$ cat src/rtl/ysyx_mem_arb.sv
// Memory bus arbiter: LSU (store > load) over IFU, with a starvation bound protecting IFU.
// Optional watchdog abort is enabled by defining YSYX_MEM_ARB_TIMEOUT_EN.
module ysyx_mem_arb #(
  parameter int XLEN       = 32,
  parameter int STARVE_MAX = 4,
  parameter int TIMEOUT    = 255
) (
  input  logic            clock,
  input  logic            reset,
  input  logic [XLEN-1:0] ifu_araddr,
  input  logic            ifu_arvalid,
  output logic [XLEN-1:0] out_ifu_rdata,
  output logic            out_ifu_rvalid,
  input  logic [XLEN-1:0] lsu_araddr,
  input  logic            lsu_arvalid,
  input  logic [7:0]      lsu_rstrb,
  output logic [XLEN-1:0] out_lsu_rdata,
  output logic            out_lsu_rvalid,
  input  logic [XLEN-1:0] lsu_awaddr,
  input  logic            lsu_awvalid,
  input  logic [XLEN-1:0] lsu_wdata,
  input  logic [7:0]      lsu_wstrb,
  output logic            out_lsu_wready,
  output logic [XLEN-1:0] out_bus_araddr,
  output logic            out_bus_arvalid,
  output logic [7:0]      out_bus_rstrb,
  input  logic [XLEN-1:0] bus_rdata,
  input  logic            bus_rvalid,
  output logic [XLEN-1:0] out_bus_awaddr,
  output logic            out_bus_awvalid,
  output logic [XLEN-1:0] out_bus_wdata,
  output logic [7:0]      out_bus_wstrb,
  output logic            out_bus_wvalid,
  input  logic            bus_wready,
  output logic            out_bus_err,
  output logic            out_busy
);

  typedef enum logic [2:0] {IDLE, G_IFU, G_LD, G_ST, DRAIN} state_t;

  localparam int SW = $clog2(STARVE_MAX + 1);

  state_t          state, state_nx;
  logic [SW-1:0]   starve_cnt;
  logic            starve_full, gnt_ifu, gnt_ld, gnt_st;
  logic [XLEN-1:0] lat_addr, lat_wdata;
  logic [7:0]      lat_strb;
  logic            lat_wr;
  logic            wd_hit;

  assign starve_full = (starve_cnt == SW'(STARVE_MAX));

  always_comb begin
    gnt_ifu = 1'b0;
    gnt_ld  = 1'b0;
    gnt_st  = 1'b0;
    if (state == IDLE) begin
      if (starve_full && ifu_arvalid) gnt_ifu = 1'b1;
      else if (lsu_awvalid)           gnt_st  = 1'b1;
      else if (lsu_arvalid)           gnt_ld  = 1'b1;
      else if (ifu_arvalid)           gnt_ifu = 1'b1;
    end
  end

  // The latched copy keeps the bus request alive if the requester withdraws.
  always_ff @(posedge clock or negedge reset) begin
    if (!reset) begin
      state      <= IDLE;
      starve_cnt <= '0;
      lat_addr   <= '0;
      lat_wdata  <= '0;
      lat_strb   <= '0;
      lat_wr     <= 1'b0;
    end else begin
      state <= state_nx;
      if (state == IDLE) begin
        if (gnt_ifu || !ifu_arvalid)                starve_cnt <= '0;
        else if ((gnt_ld || gnt_st) && !starve_full) starve_cnt <= starve_cnt + 1'b1;
      end
      if (gnt_ifu) begin
        lat_addr  <= ifu_araddr;
        lat_strb  <= 8'h0f;
        lat_wdata <= '0;
        lat_wr    <= 1'b0;
      end else if (gnt_ld) begin
        lat_addr  <= lsu_araddr;
        lat_strb  <= lsu_rstrb;
        lat_wdata <= '0;
        lat_wr    <= 1'b0;
      end else if (gnt_st) begin
        lat_addr  <= lsu_awaddr;
        lat_strb  <= lsu_wstrb;
        lat_wdata <= lsu_wdata;
        lat_wr    <= 1'b1;
      end
    end
  end

`ifdef YSYX_MEM_ARB_TIMEOUT_EN
  localparam logic [7:0] WD_LAST = 8'(TIMEOUT - 1);
  logic [7:0] wd_cnt;

  // Counts cycles of the current grant; fires on the TIMEOUT-th one.
  always_ff @(posedge clock or negedge reset) begin
    if (!reset)              wd_cnt <= '0;
    else if (state == IDLE)  wd_cnt <= '0;
    else                     wd_cnt <= wd_cnt + 8'd1;
  end

  assign wd_hit = (state != IDLE) && (wd_cnt == WD_LAST);
`else
  // Watchdog absent: never fires, so out_bus_err stays 0.
  assign wd_hit = (TIMEOUT < 0);
`endif

  always_comb begin
    state_nx        = state;
    out_ifu_rdata   = '0;
    out_ifu_rvalid  = 1'b0;
    out_lsu_rdata   = '0;
    out_lsu_rvalid  = 1'b0;
    out_lsu_wready  = 1'b0;
    out_bus_araddr  = '0;
    out_bus_arvalid = 1'b0;
    out_bus_rstrb   = '0;
    out_bus_awaddr  = '0;
    out_bus_awvalid = 1'b0;
    out_bus_wdata   = '0;
    out_bus_wstrb   = '0;
    out_bus_wvalid  = 1'b0;
    out_bus_err     = 1'b0;
    unique case (state)
      IDLE: begin
        if (gnt_ifu)     state_nx = G_IFU;
        else if (gnt_st) state_nx = G_ST;
        else if (gnt_ld) state_nx = G_LD;
      end
      G_IFU: begin
        out_bus_arvalid = 1'b1;
        out_bus_araddr  = ifu_arvalid ? ifu_araddr : lat_addr;
        out_bus_rstrb   = 8'h0f;
        if (bus_rvalid) begin
          state_nx       = IDLE;
          out_ifu_rvalid = ifu_arvalid;
          out_ifu_rdata  = ifu_arvalid ? bus_rdata : '0;
        end else if (wd_hit) begin
          state_nx       = IDLE;
          out_bus_err    = 1'b1;
          out_ifu_rvalid = ifu_arvalid;
        end else if (!ifu_arvalid) begin
          state_nx = DRAIN;
        end
      end
      G_LD: begin
        out_bus_arvalid = 1'b1;
        out_bus_araddr  = lsu_arvalid ? lsu_araddr : lat_addr;
        out_bus_rstrb   = lsu_arvalid ? lsu_rstrb : lat_strb;
        if (bus_rvalid) begin
          state_nx       = IDLE;
          out_lsu_rvalid = lsu_arvalid;
          out_lsu_rdata  = lsu_arvalid ? bus_rdata : '0;
        end else if (wd_hit) begin
          state_nx       = IDLE;
          out_bus_err    = 1'b1;
          out_lsu_rvalid = lsu_arvalid;
        end else if (!lsu_arvalid) begin
          state_nx = DRAIN;
        end
      end
      G_ST: begin
        out_bus_awvalid = 1'b1;
        out_bus_wvalid  = 1'b1;
        out_bus_awaddr  = lsu_awvalid ? lsu_awaddr : lat_addr;
        out_bus_wdata   = lsu_awvalid ? lsu_wdata : lat_wdata;
        out_bus_wstrb   = lsu_awvalid ? lsu_wstrb : lat_strb;
        if (bus_wready) begin
          state_nx       = IDLE;
          out_lsu_wready = lsu_awvalid;
        end else if (wd_hit) begin
          state_nx       = IDLE;
          out_bus_err    = 1'b1;
          out_lsu_wready = lsu_awvalid;
        end else if (!lsu_awvalid) begin
          state_nx = DRAIN;
        end
      end
      DRAIN: begin
        // Response is swallowed: the requester has already walked away.
        if (lat_wr) begin
          out_bus_awvalid = 1'b1;
          out_bus_wvalid  = 1'b1;
          out_bus_awaddr  = lat_addr;
          out_bus_wdata   = lat_wdata;
          out_bus_wstrb   = lat_strb;
          if (bus_wready) state_nx = IDLE;
        end else begin
          out_bus_arvalid = 1'b1;
          out_bus_araddr  = lat_addr;
          out_bus_rstrb   = lat_strb;
          if (bus_rvalid) state_nx = IDLE;
        end
        if (state_nx == DRAIN && wd_hit) begin
          state_nx    = IDLE;
          out_bus_err = 1'b1;
        end
      end
      default: state_nx = IDLE;
    endcase
  end

  assign out_busy = (state != IDLE);

endmodule

$ cat config.mk
export PLATFORM = sky130hd
export DESIGN_NAME = ysyx_mem_arb
export DESIGN_NICKNAME = d
export VERILOG_FILES = /design/src/rtl/ysyx_mem_arb.sv
export SDC_FILE = /design/constraint.sdc
export NUM_CORES = 1
export LEC_CHECK = 0
export BUFFER_PORTS_ARGS = -buffer_cell sky130_fd_sc_hd__buf_2
export CAP_MARGIN = 25
export CORE_AREA = 5 5 139 141
export DETAILED_ROUTE_END_ITERATION = 16
export DIE_AREA = 0 0 144 146
export GPL_TIMING_DRIVEN = 1
export PLACE_DENSITY = 0.63
export SLEW_MARGIN = 10
export SYNTH_ARGS = -nofsm -noshare
export SYNTH_HDL_FRONTEND = slang
export SYNTH_SLANG_ARGS = --single-unit
$ cat constraint.sdc
create_clock -name clock -period 2.2 [get_ports clock]
set_clock_uncertainty 0.05 [all_clocks]
set_input_delay 0.33 -clock clock [delete_from_list [all_inputs] [get_ports clock]]
set_output_delay 0.33 -clock clock [all_outputs]
set_load 0.01 [all_outputs]
Yosys cells after proc, flatten, opt, wreduce, memory -nomap -nowiden
Cells that the tools add are included.
{"block": "totals", "rom_bits": 0, "mem_bits_rw": 0, "mem_count": 0, "latchBits": 0, "word_cells": 102, "register_bits": 79}
{"block": "op_classes", "bitwise_logic": 0, "n_mul": 0, "n_addsub": 1, "order_cmp": 0, "shifts": 0, "n_reduce_logical": 13, "n_eq_ne": 11, "muxes": 71, "div_mod_pow": 0}
{"operator": "$mux 32", "count": 19}
{"operator": "$pmux 32 s2", "count": 2}
{"operator": "$pmux 32 s3", "count": 1}
{"operator": "$mux 8", "count": 7}
{"operator": "$mux 3", "count": 14}
{"operator": "$pmux 8 s3", "count": 1}
{"operator": "$mux 1", "count": 23}
{"operator": "$pmux 8 s2", "count": 1}
{"operator": "$ne 3x3->1 const B", "count": 5}
{"operator": "$pmux 3 s5", "count": 1}
{"operator": "$eq 3x2->1 const B", "count": 2}
{"operator": "$eq 3x3->1 const B", "count": 2}
{"operator": "$reduce_and 6->1", "count": 1}
{"operator": "$reduce_bool 3->1", "count": 2}
{"operator": "$ne 4x4->1 const B", "count": 1}
{"operator": "$pmux 1 s2", "count": 2}
{"operator": "$add 3x1->3 const B", "count": 1}
{"operator": "$eq 3x1->1 const B", "count": 1}
{"operator": "$logic_not 3->1", "count": 1}
{"operator": "$logic_and 1x1->1", "count": 2}
{"operator": "$logic_not 1->1", "count": 2}
{"operator": "$logic_or 1x1->1", "count": 2}
{"operator": "$reduce_and 2->1", "count": 1}
{"operator": "$reduce_bool 2->1", "count": 1}
{"operator": "$reduce_or 2->1", "count": 1}

Longest topological paths before layout
Gate-level depths: netlist of the first run.
{"block": "logic_depth", "word_depth": 8, "ltp_mapped": 8}

Worst setup path before layout of the first run
OpenSTA, ideal clock, no wires.
{"block": "synth_path", "path_kind": "reg2out", "start": "register state[1]", "end": "output out_bus_araddr[13]", "t_arrival_ns": 1.477, "path_slack_ns": 0.343, "stages_incl_launch_ff": 8, "path_cell_list": "dfrtp_1 -> buf_6 -> nor3b_2 -> o21a_1 -> buf_4 -> a21oi_2 -> buf_2 -> o21ai_0"}
{"block": "synth_between", "elab_chain_cells": 2, "word_cells_on_any_way": 4, "cone_classes": "3 x eq/ne; 1 x mux"}
{"item": "start: declaration", "line": "43", "text": "state_t state, state_nx;"}
{"item": "start signal: assignment", "line": "75", "text": "state <= state_nx;"}
{"item": "$eq 3x3->1, or another cell as far along", "line": "132", "text": "unique case (state)"}
{"item": "$pmux 32 s3 *", "line": "132"}
{"item": "end: declaration", "line": "24", "text": "output logic [XLEN-1:0] out_bus_araddr,"}
Every way passes the cells marked *; elsewhere a longest branch is shown, timed or not.

Worst setup path in the final report of the first run
{"block": "layout_path", "start": "register state[1]", "end": "output out_bus_araddr[1]"}
The elaborated chain is that of the path after synthesis.

==> impl_metrics.csv, run 1 <==
group,metric,value,unit
timing,timing.hold.ws,0.158,ns
layout,multi_input_area,3130,µm²
placement,dp_cells,1172,
synthesis,synth-async-reset-ratio,1.00,
timing,fin_ws,-0.0959,ns
die,die_h,146,µm
layout,seq_area,1980,µm²
die,dieArea,21000,µm²
layout,area_delta_synth_final,49.0,%
worst_hold_path,hp-class,"input pin to register",
timing,finalCriticalPeriod,2.30,ns
worst_setup_path,cp_max_fo,32,
route,drtPass1Iterations,5,
timing,fmax,0.436,GHz
clock_network,cts.sinks,79,
route,drt-initial-drc-count,403,
worst_setup_path,end_kind,"output pin",
power,leakage,4.60,nW
power,p_per_area,1160,nW/µm²
route,ant_nets,0,
clock_network,cts_tree,"done",
layout,instances_no_fill,1203,
flow_run,cap_violations,0,
clock_network,cts_buffers,9,
clock_network,cts.clk_slew.worst_paths,0.07,ns
die,core-area,17800,µm²
die,initial_core_util,0.312,
placement,dp_hpwl,17900,µm
worst_setup_path,cp.arrival,1.92,ns
route,drcViolationCount,0,
worst_setup_path,critPathSlowestCell,"dfrtp_2",
clock_network,cts_max_level,3,
route,viasPerCell,5.52,
worst_setup_path,max_stage_delay,0.42,ns
timing,hold_violations,0,
timing,rsz0062_at_grt,"true",
global_route,grt.total_usage,0.227,
synthesis,ys_seq_elements,79,
worst_hold_path,holdCritStartpoint,"ifu_araddr[17]",
route,routed_wl,25400,µm
synthesis,ys_warn_count,0,
layout,fillers,1762,
worst_setup_path,critPathLaunchType,"register",
layout,nets,1154,
global_route,grt_pass1_vias,6550,
global_route,overflow,0,
route,wire_per_inst,21.1,µm
worst_setup_path,critPathBufInv,3,
route,num_vias,6636,
power,peakVddDrop,0.636,mV
timing,drv_slew,0,
synthesis,netlist_area,5560,µm²
global_route,antenna_found_initial,1,
layout,diodes,0,
clock_network,cts_root_buffer,"clkbuf_16",
timing,fin_crit_sh,1.04,
worst_setup_path,worstPathRequired,1.82,ns
status,violations,"setup timing",
worst_setup_path,worstSetupPathType,"register to output pin",
clock_network,cts_buffer_depth,2,
worst_setup_path,r2r-start,"state[2]",
synthesis,syn_inst,623,
synthesis,seq_area_frac_synth,0.356,
global_route,grt_max_degree,60,
placement,place.gp.congestion,0.867,
global_route,grt_pass1_wl,38000,µm
synthesis,avgSynthCellArea,8.93,µm²
worst_setup_path,path_cells,"buf_4 > nor3b_4 > o21a_1 > a21oi_2 > buf_12 > o21ai_2 > buf_2",
synthesis,synth_fp_nets,808,
die,die_x,144,µm
placement,port_buffers,365,
synthesis,yosysUniqueCellTypes,47,
synthesis,synth-edff-count,0,
worst_setup_path,critPathTopFamily,"buffers and inverters",
layout,drive_above_1_share,0.466,
die,num_io_pins,367,
die,std_cell_rows,49,
worst_setup_path,worstSetupStartpoint,"state[1]",
status,status,"complete, but fails checks",
clock_network,clock_latency,0.34,ns
timing,finalSetupViolCount,128,
synthesis,ys.flop_type,"dfrtp_1",
[cells in the mapped netlist, types with 2 or more instances]
cell type,instances,area share
a22o_1,108,0.17
dfrtp_1,79,0.36
and3_1,65,0.073
a22oi_1,57,0.077
nand2_1,48,0.032
inv_1,38,0.026
o221ai_1,32,0.050
buf_2,30,0.027
o21ai_0,29,0.026
clkbuf_1,22,0.015
nor2_1,15,0.010
a21oi_1,13,0.012
o21ai_1,13,0.012
buf_4,11,0.015
mux2i_1,9,0.016
buf_1,5,0.0034
buf_6,5,0.010
a221o_1,4,0.0072
and2_1,3,0.0034
nor2b_1,3,0.0034
and4bb_2,2,0.0045
ha_1,2,0.0045
nand2b_1,2,0.0022
nand3_1,2,0.0018
nor3_2,2,0.0036
nor3_4,2,0.0059
nor3b_1,2,0.0027
[registers in the layout, summed over array words and instances, names as in the netlist]
register    count
lat_addr       32
lat_strb        8
lat_wdata      32
lat_wr          1
starve_cnt      3
state           3
[routing by layer]
layer	vias up	track usage	part of all wire
met5	-	0	0.00028
met4	2	0.0706	0.020
met3	40	0.0490	0.091
met2	369	0.371	0.48
met1	3139	0.298	0.40
li1	3086	-	-
[worst reg2reg max path, cell delays in order, from the launching register on]
cell and delay, ns:
dfrtp_2 0.46, buf_4 0.18, buf_4 0.16, nor3_4 0.13
buf_4 0.17, inv_4 0.06, nor3_4 0.24, buf_12 0.23
nand2_1 0.10, o221ai_1 0.08
[cells by family (layout without fill, tap and decap cells)]
group	count (synthesis)	after routing	share of synthesized area
multiplexers	10	10	0.0189
adder cells (fa/ha/maj)	2	2	0.00450
flip-flops	79	79	0.356
buffers and inverters	112	463	0.0970
AND/OR/NAND/NOR	154	154	0.156
AO/OA/AOI/OAI	265	265	0.367
other	1	1	0.000674
[final timing paths]
check	endpoint	slack, ns	cells past startpoint
hold reg to reg	lat_wdata[0]	0.46	1
min in group asynchronous	lat_wdata[10]	0.44	2
hold / removal	lat_addr[17]	0.16	3
setup / recovery	out_bus_araddr[1]	-0.1	7
max in group asynchronous	lat_addr[19]	1.03	3
setup reg to reg	lat_addr[26]	0.26	9
[layout make-up]
type	instances	area share
multi-input cells	432	0.378
well taps	229	0.0346
repair buffers	408	0.290
clock inverters	7	0.0131
flip-flops and latches	79	0.239
inverters	39	0.0180
clock buffers	9	0.0272
[what timing repair did]
action / CTS / global route
cloned: 2 / 4
endpoints found under the setup margin: 177 / 156
hold buffers: 1 / 0
setup buffers: 5 / 4
endpoints found under the hold margin: 31 / 0
pin swaps: 4 / 2
resized for setup: 20 / 23
[report_power, final]
| group | switching, W | internal [W] |
|---|---|---|
| combinational | 0.00299 | 0.00232 |
| sequential | 0.000445 | 0.00217 |
| clock | 0.000677 | 0.00102 |
| total | 0.00411 | 0.00551 |
[metrics by stage]
stage	total power, W	util	TNS (ns)	worst slack, ns	cell area, µm²
floorplan	0.00557	-	0	0.343	5560
global placement	0.00749	0.429	0	0.0522	7640
detailed placement	0.00751	0.429	0	0.0336	7640
CTS	0.00947	0.456	-5.05	-0.107	8140
global route	0.0103	0.464	-18.11	-0.184	8290
finish	0.00962	0.464	-7.33	-0.0959	8290
[cell usage in the layout, fill, tap and decap left out, types with 2 or more instances in the layout]
cell type  netlist  layout
o21ai_0         29      16
a22oi_1         57      56
inv_8            0       2
buf_2           30     363
a221o_1          4       4
nand2_2          1       2
nand2_1         48      47
ha_1             2       2
inv_1           38      38
o221ai_1        32      32
and4bb_2         2       2
a22o_1         108     107
buf_8            0       3
and3_1          65      65
o21ai_2          1       5
a21oi_1         13      13
bufinv_16        0       2
o21ai_1         13      21
nor2_1          15      15
buf_6            5       4
nand3_1          2       2
nor3_4           2       3
dfrtp_2          0       3
buf_12           0      12
mux2i_1          9       9
nand2b_1         2       2
inv_6            0       2
dfrtp_1         79      76
and2_1           3       3
clkbuf_16        0      11
buf_4           11      22
Note: power is estimated with default switching activity, not from simulation.
==> inputs of run 2 (changes only) <==
--- a/config.mk
+++ b/config.mk
@@ -12,7 +12,9 @@
 export DIE_AREA = 0 0 144 146
 export GPL_TIMING_DRIVEN = 1
 export PLACE_DENSITY = 0.63
+export SKIP_LAST_GASP = 1
 export SLEW_MARGIN = 10
 export SYNTH_ARGS = -nofsm -noshare
 export SYNTH_HDL_FRONTEND = slang
 export SYNTH_SLANG_ARGS = --single-unit
+export TNS_END_PERCENT = 5
==> impl_metrics.csv, run 2 (synthesis gave the netlist of run 1 again) <==
group,metric,value,unit
layout,area_delta_synth_final,46.6,%
worst_setup_path,worstSetupPathType,"register to output pin",
route,drt-initial-drc-count,463,
clock_network,cts.clk_slew.worst_paths,0.07,ns
layout,final_cell_mix,"364 x buf_2, 108 x a22o_1, 76 x dfrtp_1",
timing,hold_violations,0,
layout,top_regs,"lat_addr (32), lat_wdata (32), lat_strb (8)",
power,comb_power_share,0.543,
worst_setup_path,r2r-start,"state[1]",
clock_network,cts_root_buffer,"clkbuf_16",
timing,drv_slew,0,
power,peakVddDrop,0.629,mV
placement,place.gp.congestion,0.867,
power,p_int,0.00540,W
die,core-area,17800,µm²
worst_setup_path,end_kind,"output pin",
worst_setup_path,cp_max_fo,32,
worst_setup_path,cp.arrival,1.94,ns
route,viasPerCell,5.49,
worst_setup_path,r2r-end,"lat_addr[29]",
clock_network,cts_tree,"done",
timing,finalSetupViolCount,112,
worst_hold_path,hp-class,"input pin to register",
layout,diodes,0,
worst_hold_path,whs_endpoint,"lat_addr[17]",
timing,totalNegativeSetupSlack,-7.58,ns
clock_network,cts.sinks,79,
timing,timing.hold.ws,0.161,ns
global_route,grt_max_degree,66,
worst_setup_path,critPathLaunchType,"register",
route,routed_wl,24500,µm
timing,fin_crit_sh,1.05,
power,power.switching,0.00402,W
die,num_io_pins,367,
worst_setup_path,worstPathRequired,1.82,ns
placement,dp_hpwl,17900,µm
power,p_seq_frac,0.277,
worst_setup_path,r2r_cells,9,
route,drcViolationCount,0,
route,ant_nets,0,
power,swShare,0.427,
die,std_cell_rows,49,
layout,nets,1147,
route,wire_per_inst,20.5,µm
global_route,grt_pass1_vias,6528,
flow_run,cap_violations,0,
global_route,overflow,0,
layout,layout_commonest_cell,"buf_2",
status,status,"complete, but fails checks",
placement,pre_cts_ws,0.0336,ns
layout,drive_above_1_share,0.459,
power,p_per_area,1160,nW/µm²
status,violations,"setup timing",
timing,fmax,0.431,GHz
worst_hold_path,hold_depth,3,
die,initial_core_util,0.312,
die,die_h,146,µm
power,leakage,4.54,nW
global_route,grt.total_usage,0.225,
placement,dp_cells,1172,
timing,finalCriticalPeriod,2.32,ns
route,num_vias,6561,
route,drtPass1Iterations,5,
power,clkPwrFrac,0.180,
worst_setup_path,rrSetupSlack,0.23,ns
clock_network,cts_buffer_depth,2,
placement,port_buffers,365,
timing,fin_ws,-0.120,ns
clock_network,clock_latency,0.34,ns
timing,rsz0062_at_grt,"true",
clock_network,cts_buffers,9,
die,die_x,144,µm
clock_network,cts_max_level,3,
global_route,grt_pass1_wl,37700,µm
worst_hold_path,holdCritStartpoint,"ifu_araddr[17]",
global_route,antenna_found_initial,1,
die,dieArea,21000,µm²
layout,instances_no_fill,1196,
-- run 2: cell count changes in the layout (fill, tap and decap cells not counted), sizes merged --
cell          delta
dlymetal6s2s     +1
buf              -5
bufbuf           -1
clkbuf           -2
-- run 2: worst max-delay path: stages, from the launching register on --
cell and delay, ns:
dfrtp_2 0.44, buf_4 0.17, nor3b_4 0.21, o21a_1 0.20, a21oi_2 0.06, buf_12 0.18
o21ai_2 0.17, buf_2 0.16
-- run 2: power by group through the flow --
stage | Clock (W) | Sequential [W] | Combinational (W)
after CTS | 0.00174 | 0.00260 | 0.00508
after detailed placement | 0 | 0.00262 | 0.00489
after global placement | 0 | 0.00262 | 0.00487
after floorplan | 0 | 0.00247 | 0.00310
final | 0.00169 | 0.00261 | 0.00512
after global routing | 0.00179 | 0.00270 | 0.00559
-- run 2: worst max path at each step --
stage,endpoint,from,cells past startpoint,slack (ns)
final,out_bus_araddr[1],state[1],7,-0.12
after global routing,out_bus_awaddr[13],state[1],7,-0.22
after CTS,out_bus_wstrb[1],state[1],7,-0.12
after detailed placement,out_bus_araddr[1],state[1],7,0.03
after global placement,out_bus_araddr[1],state[1],7,0.05
after floorplan,out_bus_araddr[13],state[1],7,0.34
-- run 2: stage by stage --
stage | power [W] | area (µm²) | utilization
finish | 0.00942 | 8150 | 0.457
global route | 0.0101 | 8150 | 0.457
CTS | 0.00942 | 8100 | 0.454
detailed placement | 0.00751 | 7640 | 0.429
global placement | 0.00749 | 7640 | 0.429
floorplan | 0.00557 | 5560 | -
-- run 2: layer usage --
| metal | vias up | routed length [µm] | track usage |
|---|---|---|---|
| li1 | 3063 | - | - |
| met1 | 3088 | 9900 | 0.296 |
| met2 | 363 | 11700 | 0.367 |
| met3 | 45 | 2330 | 0.0486 |
| met4 | 2 | 546 | 0.0697 |
| met5 | - | 7 | 0 |
-- run 2: repair_timing --
item                                   4_1_cts  5_1_grt
gates resized for setup                     18       16
setup endpoints to repair                  177      151
hold buffers                                 1        0
gates cloned                                 1        0
setup buffers                                5        1
endpoints found under the hold margin       31        0
pin swaps                                    3        2
-- run 2: final cells by class --
cell class,count,area [µm²]
fillers,1777,9690
multi-input cells,432,3110
repair buffers,401,2290
flip-flops and latches,79,1980
well taps,229,287
clock buffers,9,225
inverters,39,149
clock inverters,7,109
